$ cat src/rtl/led_pattern_pkg.sv
// led_pattern_pkg
// Shared types and elaboration-time helpers for the LED pattern generator.
//   mode_e          : per-channel output mode (OFF/ON/BLINK/PWM), 2 bits.
//   presc_terminal  : last prescaler count value (CLK_HZ/TICK_HZ - 1).
//   presc_width     : bits needed to hold the prescaler count.
//   ch_width        : width of the channel select field (at least 1 bit).
package led_pattern_pkg;

    typedef enum logic [1:0] {
        MODE_OFF   = 2'd0,
        MODE_ON    = 2'd1,
        MODE_BLINK = 2'd2,
        MODE_PWM   = 2'd3
    } mode_e;

    function automatic int unsigned presc_terminal(input int unsigned clk_hz,
                                                   input int unsigned tick_hz);
        return (clk_hz / tick_hz) - 1;
    endfunction

    function automatic int unsigned presc_width(input int unsigned clk_hz,
                                                input int unsigned tick_hz);
        int unsigned term;
        term = presc_terminal(clk_hz, tick_hz);
        return (term < 1) ? 1 : $clog2(term + 1);
    endfunction

    function automatic int unsigned ch_width(input int unsigned n_ch);
        return (n_ch > 1) ? $clog2(n_ch) : 1;
    endfunction

endpackage

$ cat src/rtl/led_pattern_gen_channel.sv
// led_channel
// One LED channel: configuration registers, blink tick counter, phase bit
// and the registered output mux.
//   clk, rst   : clock, asynchronous active-high reset
//   tick       : one-cycle prescaler pulse
//   pwm_cnt    : shared free-running PWM counter
//   clear      : synchronous clear of counter and phase (phase alignment)
//   we         : decoded write strobe for this channel
//   cfg_mode/cfg_period/cfg_duty : configuration loaded when we is high
//   led        : registered LED drive
module led_channel
    import led_pattern_pkg::*;
#(
    parameter int unsigned PER_W      = 16,
    parameter int unsigned DUTY_W     = 8,
    parameter int unsigned RST_PERIOD = 500
) (
    input  logic              clk,
    input  logic              rst,
    input  logic              tick,
    input  logic [DUTY_W-1:0] pwm_cnt,
    input  logic              clear,
    input  logic              we,
    input  mode_e             cfg_mode,
    input  logic [PER_W-1:0]  cfg_period,
    input  logic [DUTY_W-1:0] cfg_duty,
    output logic              led
);

    mode_e             mode;
    logic [PER_W-1:0]  period;
    logic [DUTY_W-1:0] duty;
    logic [PER_W-1:0]  counter;
    logic              phase;

    logic [PER_W-1:0]  last_cnt;
    logic              led_next;

    // A period of 0 behaves as 1, so the last count is 0 in both cases.
    always_comb begin
        last_cnt = '0;
        if (period != '0) begin
            last_cnt = period - PER_W'(1);
        end
    end

    always_comb begin
        led_next = 1'b0;
        unique case (mode)
            MODE_OFF:   led_next = 1'b0;
            MODE_ON:    led_next = 1'b1;
            MODE_BLINK: led_next = phase;
            MODE_PWM:   led_next = (pwm_cnt < duty);
            default:    led_next = 1'b0;
        endcase
    end

    always_ff @(posedge clk or posedge rst) begin
        if (rst) begin
            mode    <= MODE_OFF;
            period  <= PER_W'(RST_PERIOD);
            duty    <= '0;
            counter <= '0;
            phase   <= 1'b0;
            led     <= 1'b0;
        end else begin
            if (we) begin
                mode   <= cfg_mode;
                period <= cfg_period;
                duty   <= cfg_duty;
            end

            // A write or a restart always wins over a coincident tick.
            if (we || clear || (mode != MODE_BLINK)) begin
                counter <= '0;
                phase   <= 1'b0;
            end else if (tick) begin
                if (counter >= last_cnt) begin
                    counter <= '0;
                    phase   <= ~phase;
                end else begin
                    counter <= counter + PER_W'(1);
                end
            end

            led <= led_next;
        end
    end

endmodule

$ cat src/rtl/led_pattern_gen.sv
// led_pattern_gen
// Multi-channel LED driver with a shared millisecond-style prescaler and a
// shared PWM counter. Each channel is OFF/ON/BLINK/PWM, set at runtime.
//   clk, rst      : board clock, asynchronous active-high reset
//   cfg_we        : single-cycle config write strobe
//   cfg_ch        : target channel (writes to channels >= N_CH are dropped)
//   cfg_mode      : 0=OFF 1=ON 2=BLINK 3=PWM
//   cfg_period    : blink half-period in ticks (0 acts as 1)
//   cfg_duty      : PWM high count out of 2^DUTY_W
//   sync_restart  : clears prescaler, PWM counter and all channel phases
//   tick          : registered one-cycle pulse at TICK_HZ
//   led           : registered LED drive, one bit per channel
module led_pattern_gen
    import led_pattern_pkg::*;
#(
    parameter int unsigned CLK_HZ     = 125_000_000,
    parameter int unsigned TICK_HZ    = 1000,
    parameter int unsigned N_CH       = 4,
    parameter int unsigned PER_W      = 16,
    parameter int unsigned DUTY_W     = 8,
    parameter int unsigned RST_PERIOD = 500
) (
    input  logic                         clk,
    input  logic                         rst,
    input  logic                         cfg_we,
    input  logic [ch_width(N_CH)-1:0]    cfg_ch,
    input  logic [1:0]                   cfg_mode,
    input  logic [PER_W-1:0]             cfg_period,
    input  logic [DUTY_W-1:0]            cfg_duty,
    input  logic                         sync_restart,
    output logic                         tick,
    output logic [N_CH-1:0]              led
);

    localparam int unsigned PS_TERM = presc_terminal(CLK_HZ, TICK_HZ);
    localparam int unsigned PS_W    = presc_width(CLK_HZ, TICK_HZ);
    localparam int unsigned CH_W    = ch_width(N_CH);

    logic [PS_W-1:0]   ps_cnt;
    logic [DUTY_W-1:0] pwm_cnt;

    // tick is registered: it rises in the cycle after the terminal count.
    always_ff @(posedge clk or posedge rst) begin
        if (rst) begin
            ps_cnt  <= '0;
            tick    <= 1'b0;
            pwm_cnt <= '0;
        end else if (sync_restart) begin
            ps_cnt  <= '0;
            tick    <= 1'b0;
            pwm_cnt <= '0;
        end else begin
            pwm_cnt <= pwm_cnt + DUTY_W'(1);
            if (ps_cnt == PS_W'(PS_TERM)) begin
                ps_cnt <= '0;
                tick   <= 1'b1;
            end else begin
                ps_cnt <= ps_cnt + PS_W'(1);
                tick   <= 1'b0;
            end
        end
    end

    for (genvar i = 0; i < N_CH; i++) begin : g_ch
        logic ch_we;

        // Channel indices only go up to N_CH-1, so an out-of-range cfg_ch
        // matches no channel and the write is dropped.
        assign ch_we = cfg_we && (cfg_ch == CH_W'(i));

        led_channel #(
            .PER_W      (PER_W),
            .DUTY_W     (DUTY_W),
            .RST_PERIOD (RST_PERIOD)
        ) u_ch (
            .clk        (clk),
            .rst        (rst),
            .tick       (tick),
            .pwm_cnt    (pwm_cnt),
            .clear      (sync_restart),
            .we         (ch_we),
            .cfg_mode   (mode_e'(cfg_mode)),
            .cfg_period (cfg_period),
            .cfg_duty   (cfg_duty),
            .led        (led[i])
        );
    end

endmodule
$ cat config.mk
export PLATFORM = sky130hd
export DESIGN_NAME = led_pattern_gen
export DESIGN_NICKNAME = d
export VERILOG_FILES = /design/src/rtl/led_pattern_pkg.sv /design/src/rtl/led_pattern_gen_channel.sv /design/src/rtl/led_pattern_gen.sv
export SDC_FILE = /design/constraint.sdc
export NUM_CORES = 1
export LEC_CHECK = 0
export CORE_ASPECT_RATIO = 0.8
export CORE_MARGIN = 1.5
export CORE_UTILIZATION = 56
export CTS_CLUSTER_DIAMETER = 150
export DETAILED_ROUTE_END_ITERATION = 8
export GPL_TIMING_DRIVEN = 0
export PLACE_DENSITY = 0.85
export SLEW_MARGIN = 20
export SYNTH_ARGS = -nofsm -noshare
export SYNTH_HDL_FRONTEND = slang
export SYNTH_HIERARCHICAL = 1
export SYNTH_SLANG_ARGS = --single-unit
$ cat constraint.sdc
create_clock -name clk -period 3.3 [get_ports clk]
set_input_delay 0.66 -clock clk [delete_from_list [all_inputs] [get_ports clk]]
set_output_delay 0.66 -clock clk [all_outputs]
set_load 0.05 [all_outputs]
==> out/metrics.cfg <==
[logic_synthesis]
syn-instance-count = 1237
synth-seq-cells = 202
syn_avg_cell_area_sq_um = 9.80
synth_cell_type_count = 51
yosysSeqAreaShare_pct = 41.9
synth_edf_count = 0
yosys_warnings = 6
synthFlopType = dfrtp_1
synth_area_sq_um = 12100
async_reset_ff_share_pct = 100
syn_nets = 1375

[route]
drtIter0Drc = 793
drc = 0
vias = 10200
postRouteWirelength_mm = 33.1
ant_nets = 0
wl_per_cell_um = 20.1
first_pass_iters = 5
viasPerCell = 6.19

[pwr]
leakage_uw = 0.00648
vdd_ir_drop_max_mv = 0.407
powerDensity_nw_per_um2 = 496

[finish]
num-fill-cells = 1388
final_cell_area_sq_um = 14700
syn_to_final_growth_pct = 21.1
antenna_cells = 0
utilization_pct = 70.1
layout-drive-gt1-share_pct = 23.4
multiInputGateArea_sq_um = 7240
stdcell_count = 1642
nets = 1495
register_area_sq_um = 5090

[floorplan]
pin_count = 37
die_h_um = 135
rows = 47
dieArea_sq_um = 22600
die_x_um = 168
start_util_pct = 57.9
core_sq_um = 20900

[timing]
finalCriticalPeriod_ns = 3.67
setup_tns_ns = -5.61
fin_skew_ns = 0.0109
max-slew-margin-rel_pct = 40.1
tightest_slew_ns = 0.894
fmax_mhz = 273
finalCritPeriodShare_pct = 111
rsz0062_at_grt = true
timing.final.ws_setup_ns = -0.369
drv_slew = 0
finalSetupViolCount = 31
hold_viol = 0

[critical_path]
cp-start-kind = register
critPathMaxFanout = 6
cp.required_ns = 3.69
r2r_cells = 13
crit_type = reg2reg
end_kind = register
worst-endpoint-arrival_ns = 4.06

[global_routing]
grt_max_degree = 36
grt_antenna_before_repair = 1
gr-total-overflow = 0
first_global_vias = 9773
grt_usage_pct = 27.4
grt_pass1_wl_mm = 49.5

[clocking]
path_clk_slew_ns = 0.06
clk_latency_ns = 0.51
clkSinkCount = 202
cts_htree_levels = 1
cts_tree = yes
clockBufferDepth = 3
cts_made_buffers = 22
cts_root_buf = clkbuf_16

[job]
max_cap_viol_count = 0

[status]
status = finished, violations left
violations = negative setup slack

[placement]
place.gp.congestion = 0.890
dpl_cell_area_sq_um = 12900
port-buffer-count = 36
placed_cells = 1546
dp_hpwl_mm = 20.8

[worst_hold_path]
holdCritPathClass = reg2reg
worstHoldPathCells = 1

==> metrics by stage <==
stage	hold WS, ns	worst slack [ns]	power [uW]
after global placement	0.454	-0.326	4320
final	0.471	-0.369	7290
after CTS	0.475	-0.0868	7050
after detailed placement	0.466	-0.412	4430
after floorplan	0.439	0.0123	4000
after global routing	0.488	-0.462	7600
==> state kept, by name (all words and copies together) (netlist names) <==
name / flops
g_ch.u_ch/counter: 64
g_ch.u_ch/duty: 32
g_ch.u_ch/led: 4
g_ch.u_ch/mode: 8
g_ch.u_ch/period: 64
g_ch.u_ch/phase: 4
ps_cnt: 17
pwm_cnt: 8
tick: 1
==> synthesized netlist by cell type, types with 7 or more instances <==
master,number,area (sq um)
dfrtp_1,178,4450
nand2_1,159,597
ha_1,106,1330
nor2_1,97,364
xor2_1,75,657
mux2_2,71,800
o21ai_0,70,350
inv_1,57,214
nor3_1,40,200
nand3_1,39,195
xnor2_1,36,315
a21oi_1,34,170
nand4_1,28,175
a21o_1,24,180
dfstp_2,24,631
nand2b_1,20,125
clkbuf_1,16,60.1
nor2b_1,13,81.3
nor4_1,13,81.3
and2_1,11,68.8
nor2_2,11,68.8
or3_1,10,62.6
a22o_1,9,78.8
buf_6,8,90.1
o21a_1,8,60.1
or4_1,8,60.1
and3_1,7,43.8
==> final timing paths <==
kind                                                startpoint                                   end  slack, ns
max                        g_ch[1].u_ch/period[10]$_DFFE_PP0P_  g_ch[1].u_ch/counter[10]$_DFFE_PP0P_      -0.37
min                                        ps_cnt[0]$_DFF_PP0_                   ps_cnt[0]$_DFF_PP0_       0.47
max reg2reg                g_ch[1].u_ch/period[10]$_DFFE_PP0P_  g_ch[1].u_ch/counter[10]$_DFFE_PP0P_      -0.37
min reg2reg                                ps_cnt[0]$_DFF_PP0_                   ps_cnt[0]$_DFF_PP0_       0.47
max in group asynchronous                                  rst    g_ch[2].u_ch/period[2]$_DFFE_PP1P_       1.90
min in group asynchronous                                  rst      g_ch[1].u_ch/duty[6]$_DFFE_PP0P_       0.62
==> metal layers <==
metal	up-vias	track usage, %	part of all wire (%)
met1	4966	37.9	41
met2	499	44.5	46
met3	119	4.84	9.0
li1	4586	-	-
met5	-	0	0.036
met4	2	8.06	3.9
==> worst max-delay path, stage by stage (launching register included) <==
cell and delay, ns:
dfrtp_2 0.43, or4_4 0.55, nor3_4 0.23, nand4_1 0.20, buf_6 0.21, clkbuf_2 0.16, nand2_2 0.09, ha_4 0.14
nand2_1 0.08, or4_4 0.55, o32a_1 0.37, a31oi_4 0.30, buf_6 0.18, nor2_1 0.06
==> logic make-up (layout without fill, tap and decap cells) <==
kind of cell | after synthesis | after routing | share of synthesized area, %
mux | 71 | 71 | 6.59
buf+inv | 84 | 219 | 3.24
fa+ha+maj | 106 | 106 | 10.9
simple gates | 487 | 487 | 20.0
flops | 202 | 202 | 41.9
xor+xnor | 111 | 111 | 8.02
compound gates | 176 | 177 | 9.25
==> final cells by class <==
type	count	share of cell area [%]
repair buffers	95	6.03
clock inverters	6	0.571
flip-flops and latches	202	34.7
well taps	269	2.29
clock buffers	34	4.34
inverters	57	1.46
plain buffers	27	1.34
multi-input cells	952	49.3
==> power breakdown <==
group | internal [uW] | switching, uW | total [uW]
combinational | 789 | 910 | 1700
clock | 1490 | 1020 | 2510
sequential | 2780 | 298 | 3080
==> cells in the final DEF (no fill, tap or decap), types with 6 or more instances in the layout <==
cell type and instances:
inv_2 6, o21a_1 7, clkbuf_1 21, nor4_4 6
a211oi_1 6, nand3_1 34, a21oi_1 34, a22o_1 9
nor2_1 78, o21ai_2 6, buf_6 16, nor2_2 23
and2_1 11, xnor2_1 33, nand2b_1 20, and3_1 7
nor2b_1 13, nand2_2 7, xor2_1 75, clkbuf_16 23
nor3_1 31, nor4_1 6, mux2_2 71, a21o_1 24
nand2_1 149, o21ai_0 65, nor2_4 7, buf_4 47
nor4b_1 6, or3_1 8, dfstp_2 24, nor3_2 8
dfrtp_1 172, nand4_1 28, clkdlybuf4s50_1 36, ha_1 96
ha_4 9, inv_1 50, dfrtp_2 6
==> repair_timing <==
| action | 4_1_cts | 5_1_grt |
|---|---|---|
| resized for setup | 44 | 101 |
| setup endpoints to repair | 68 | 68 |
| gates cloned | 1 | 2 |
| buffers inserted | 28 | 27 |
| pin swaps | 20 | 48 |
| hold buffers | 0 | 0 |
No activity file was read; power rests on OpenSTA's default activity.
==> edit 1: new RTL, same flow settings <==
Register the output `led`, without a reset; this adds one clock of latency there. The other outputs are not delayed to match. Comments in the files are not updated.
--- a/src/rtl/led_pattern_gen.sv
+++ b/src/rtl/led_pattern_gen.sv
@@ -36,4 +36,6 @@
     localparam int unsigned PS_W    = presc_width(CLK_HZ, TICK_HZ);
     localparam int unsigned CH_W    = ch_width(N_CH);
+
+    logic [N_CH-1:0] led_d;
 
     logic [PS_W-1:0]   ps_cnt;
@@ -83,7 +85,11 @@
             .cfg_period (cfg_period),
             .cfg_duty   (cfg_duty),
-            .led        (led[i])
+            .led        (led_d[i])
         );
     end
 
+    always_ff @(posedge clk) begin
+        led <= led_d;
+    end
+
 endmodule
Function: changed (a bounded check fails within 4 cycles, from zero or initial values and one cycle with rst high).
==> edit 1 against the unedited design <==
The flow still finishes with violations (negative setup slack); count of clock-buffer cells in the layout decreased by 7; critical path type unchanged; total power increased by 1.7%; highest routed layer is now met4; die area increased by 0.65%; wire length decreased by 1.2%; largest power group unchanged; critical endpoint unchanged; cell area increased by 0.64%; area after synthesis increased by 0.66%; setup slack improved by 0.11 ns; critical path depth unchanged; sequential cell count increased by 4.
==> edit 1: results (changes against the unedited design) <==
- TritonCTS Buffers: 21 (was 22)
* Synth area leaders: sky130_fd_sc_hd__dfrtp_1, sky130_fd_sc_hd__ha_1, sky130_fd_sc_hd__mux2_2 (unchanged)
- The data arrival time of the worst path was 3.96 ns (was 4.06 ns).
- The half-perimeter wire length of the detailed placement result was 20.49 mm (was 20.77 mm).
- Result of the run: complete, but fails checks (unchanged).
- Startpoint of the most critical register-to-register path: g_ch[1].u_ch/period[2] (was g_ch[1].u_ch/period[10])
* Number of design-rule violations left by the first detailed-router iteration: 850 (was 793)
- The via count of the first global-routing pass came to 9901 (was 9773).
- Number of failing setup endpoints in the final timing report: 20 (was 31)
- The number of non-filler instances in the completed layout was 1649 (was 1642).
- The worst setup timing slack at the placement stage was -0.3868 ns (was -0.4116 ns).
* Net count after synthesis: 1379 (was 1375)
- Critical hold path startpoint: g_ch[3].u_ch/led (was ps_cnt[0])
* Total routed wirelength: 32.70 mm (was 33.08 mm)
- Worst setup slack after layout: -0.2586 ns (was -0.3689 ns)
- Least-Margin Pin Slew: 0.9267 ns (was 0.8938 ns)
- Nets: 1497 (was 1495)
- The largest driver fanout on the critical path was 5 (was 6).
- The global routing met2 resource utilization is 0.4435 (was 0.4447).
* Violations in the final reports: negative setup slack (unchanged)
- Share of cells above drive strength 1: 0.2373 (was 0.2338)
* Vias: 10210 (was 10170)
- The share of synthesized registers carrying an async set or reset is 0.9806 (was 1.000).
- The combined global-route utilization of all metal layers is 0.2710 (was 0.2739).
- The clock tree skew after final layout was 0.01565 ns (was 0.01092 ns).
- The start point of the critical path is g_ch[1].u_ch/period[2] (was g_ch[1].u_ch/period[10]).
* Global Route met3 Usage: 0.04982 (was 0.04836)
==> edit 1: cells by family (layout without fill, tap and decap cells) <==
logic type,Yosys count,after routing,synth area share
mux,71,71,0.06551
fa+ha+maj,106,106,0.1087
buf+inv,84,216,0.03219
xor+xnor,111,111,0.07965
flops,206,206,0.4232
compound gates,176,176,0.09185
simple gates,487,488,0.1990
==> edit 1: area by class of cell <==
type	instances	area [um2]
tap	275	344.1
fill	1454	6721
buffer	25	172.7
multi-input combinational	952	7244
inverter	57	216.5
sequential	206	5172
clock inverter	11	138.9
timing repair buffer	96	902.1
clock buffer	27	588.1
==> edit 1: worst paths after layout <==
check                                                 to  slack [ns]  depth (start not counted)
min in group asynchronous           g_ch[2].u_ch/duty[6]        0.62                          2
max in group asynchronous         g_ch[0].u_ch/period[7]        1.99                          3
worst min register to register                    led[3]        0.34                          0
worst max-delay path            g_ch[1].u_ch/counter[10]       -0.26                         13
worst min-delay path                              led[3]        0.34                          0
worst max register to register  g_ch[1].u_ch/counter[10]       -0.26                         13
==> edit 1: power groups by stage <==
| stage | registers [W] | logic (W) | clock network [W] |
|---|---|---|---|
| 6_report | 0.00315 | 0.00172 | 0.00256 |
| 2_1_floorplan | 0.00309 | 0.000973 | 0 |
| 5_1_grt | 0.00318 | 0.00188 | 0.00269 |
| 3_5_place_dp | 0.00312 | 0.00136 | 0 |
| 4_1_cts | 0.00309 | 0.00149 | 0.00257 |
| 3_3_place_gp | 0.00310 | 0.00127 | 0 |
==> edit 1: repair_timing <==
item | CTS | global route
pin swaps | 16 | 56
gates cloned | 1 | 1
setup buffers | 31 | 25
gates resized for setup | 34 | 115
endpoints found under the setup margin | 68 | 68
==> edit 1: through the flow <==
step / total power, W / TNS [ns]
after floorplan: 0.004062 / 0
after global placement: 0.004376 / -10.37
after detailed placement: 0.004483 / -17.72
after CTS: 0.007154 / -0.5659
after global routing: 0.007743 / -8.529
final: 0.007416 / -3.389
==> edit 1: layer usage <==
metal / up-vias / share of wire / routed length, um
met5: - / 0 / 0
met4: 0 / 0.037 / 1207
met3: 121 / 0.081 / 2658
met2: 419 / 0.47 / 15500
met1: 5059 / 0.41 / 13330
li1: 4611 / - / -
==> edit 2: new RTL, same settings <==
Without the edit above. Set the parameter `CLK_HZ` to 250_000_000 (it was 125_000_000).
--- a/src/rtl/led_pattern_gen.sv
+++ b/src/rtl/led_pattern_gen.sv
@@ -14,5 +14,5 @@
     import led_pattern_pkg::*;
 #(
-    parameter int unsigned CLK_HZ     = 125_000_000,
+    parameter int unsigned CLK_HZ     = 250_000_000,
     parameter int unsigned TICK_HZ    = 1000,
     parameter int unsigned N_CH       = 4,
Function: same outputs for any inputs over 10 cycles, from zero or initial values and one cycle with rst high; that may be too few to reach the edited logic, so the function may still have changed.
==> edit 2 against the unedited design <==
Largest cell class unchanged; core utilization is 1.7 points lower; area after synthesis about the same; wire length fell by 1.3%; total power up 0.57%; hold slack improved by 0.0048 ns; cell area fell by 2.1%; setup slack improved by 0.00098 ns; the flow still finishes with violations (negative setup slack); non-clock buffer count decreased by 12; sequential cell count rose by 1.
==> edit 2: results (changes against the unedited design) <==
- Result of the run: complete, but fails checks (unchanged).
- Violations in the final reports: negative setup slack (unchanged).
- Sum Neg Setup Slack: -5.787 ns (was -5.607 ns)
- Data arrival time of the critical path: 4.07 ns (was 4.06 ns)
* Number of design-rule violations left by the first detailed-router iteration: 915 (was 793)
- Worst setup slack after layout: -0.3679 ns (was -0.3689 ns)
- Net count after synthesis: 1379 (was 1375)
- The via count of the first global-routing pass was 9849 (was 9773).
* Number of failing setup endpoints in the final timing report: 27 (was 31)
* Fraction of the yosys area taken by sequential cells: 0.4212 (was 0.4194)
- Overall global routing resource usage: 0.2758 (was 0.2739)
- Synth area leaders: sky130_fd_sc_hd__dfrtp_1, sky130_fd_sc_hd__ha_1, sky130_fd_sc_hd__mux2_2 (unchanged)
- Slowest stage cell, crit path: sky130_fd_sc_hd__or4_1 (was sky130_fd_sc_hd__or4_4)
* Peak VDD IR: 0.0003886 V (was 0.0004074 V)
- Critical hold path startpoint: ps_cnt[0] (unchanged)
* Share of cells above drive strength 1: 0.2000 (was 0.2338)
- The final layout net count came to 1487 (was 1495).
- Wire length of the first global-routing pass: 49.90 mm (was 49.55 mm)
- Clock-pin slew was measured on the worst setup and hold paths at 0.07 ns.
- Final Hold Slack: 0.4756 ns (was 0.4708 ns)
* Vias: 10060 (was 10170)
* Net switching power figure: 0.002264 W (was 0.002233 W)
- The endpoint of the lowest-slack register-to-register path is g_ch[1].u_ch/counter[4] (was g_ch[1].u_ch/counter[10]).
* Startpoint of the most critical register-to-register path: g_ch[1].u_ch/period[2] (was g_ch[1].u_ch/period[10])
* Last weighted congestion value of the routability-driven placer: 0.8577 (was 0.8900)
- Commonest cells in the netlist: sky130_fd_sc_hd__dfrtp_1, sky130_fd_sc_hd__nand2_1, sky130_fd_sc_hd__nor2_1 (was sky130_fd_sc_hd__dfrtp_1, sky130_fd_sc_hd__nand2_1, sky130_fd_sc_hd__ha_1)
- Routed wirelength normalized by instance count: 19.97 um (was 20.14 um)
- The pin count of the biggest net entering global routing is 34 (was 36).
* End point of the worst hold path: ps_cnt[0] (unchanged)
* Clock tree skew after final layout: 0.01343 ns (was 0.01092 ns)
* Top Registers: g_ch.u_ch/counter (64), g_ch.u_ch/period (64), g_ch.u_ch/duty (32) (unchanged)
* Leakage power figure: 6.446 nW (was 6.484 nW)
- Number of different library cells in the post-synthesis netlist: 50 (was 51)
* Post-DP HPWL: 20.94 mm (was 20.77 mm)
- Max stage delay on crit path: 0.53 ns (was 0.55 ns)
- The largest driver fanout on the critical path was 5 (was 6).
- Least-Margin Pin Slew: 0.9431 ns (was 0.8938 ns)
edit 2: metrics by stage:
stage	std cells	instance area [um2]	setup WS (ns)	utilization
3_3_place_gp	1546	12840	-0.3314	0.6116
5_1_grt	1634	14370	-0.4167	0.6847
6_report	1634	14370	-0.3679	0.6847
2_1_floorplan	1241	12140	0.01227	-
4_1_cts	1613	14020	-0.08410	0.6676
3_5_place_dp	1550	12940	-0.3680	0.6165
edit 2: metal layers:
metal	track usage	routed length, um
met3	0.04777	2617
met1	0.3669	13350
met4	0.1121	1319
met2	0.4512	15350
met5	0	0
edit 2: worst max-delay path by stage:
stage	start	end	slack, ns	depth (start not counted)
floorplan	g_ch[1].u_ch/period[9]	g_ch[1].u_ch/counter[4]	0.01	12
global placement	g_ch[1].u_ch/period[9]	g_ch[1].u_ch/counter[13]	-0.33	12
detailed placement	g_ch[1].u_ch/period[9]	g_ch[1].u_ch/counter[4]	-0.37	12
CTS	g_ch[1].u_ch/period[5]	g_ch[1].u_ch/counter[4]	-0.08	12
global route	g_ch[1].u_ch/period[2]	g_ch[1].u_ch/counter[4]	-0.42	13
finish	g_ch[1].u_ch/period[2]	g_ch[1].u_ch/counter[4]	-0.37	13
edit 2: final cells by class:
type / count / area, um2
Fill cell: 1366 / 6620
Clock inverter: 10 / 117.6
Clock buffer: 30 / 641.9
Inverter: 55 / 206.4
Timing Repair Buffer: 83 / 790.8
Tap cell: 269 / 336.6
Sequential cell: 203 / 5112
Multi-Input combinational cell: 957 / 7000
Buffer: 27 / 167.7
edit 2: cells by family (layout without fill, tap and decap cells):
| logic type | Yosys count | after routing | synth area share |
|---|---|---|---|
| flops | 203 | 203 | 0.4212 |
| compound gates | 175 | 176 | 0.09188 |
| fa+ha+maj | 106 | 106 | 0.1093 |
| mux | 71 | 71 | 0.06590 |
| xor+xnor | 113 | 113 | 0.08157 |
| simple gates | 491 | 491 | 0.2003 |
| buf+inv | 82 | 205 | 0.02991 |
edit 2: power by group through the flow:
stage	clock (W)	sequential (W)	combinational [W]
finish	0.00260	0.00310	0.00163
global route	0.00274	0.00312	0.00177
floorplan	0	0.00304	0.000968
detailed placement	0	0.00308	0.00137
CTS	0.00262	0.00306	0.00147
global placement	0	0.00306	0.00128
edit 2: what timing repair did:
item | 4_1_cts | 5_1_grt
pin swaps | 17 | 26
hold endpoints to repair | 0 | 0
cloned | 1 | 3
gates resized for setup | 35 | 58
endpoints found under the setup margin | 67 | 68
buffers inserted | 22 | 18
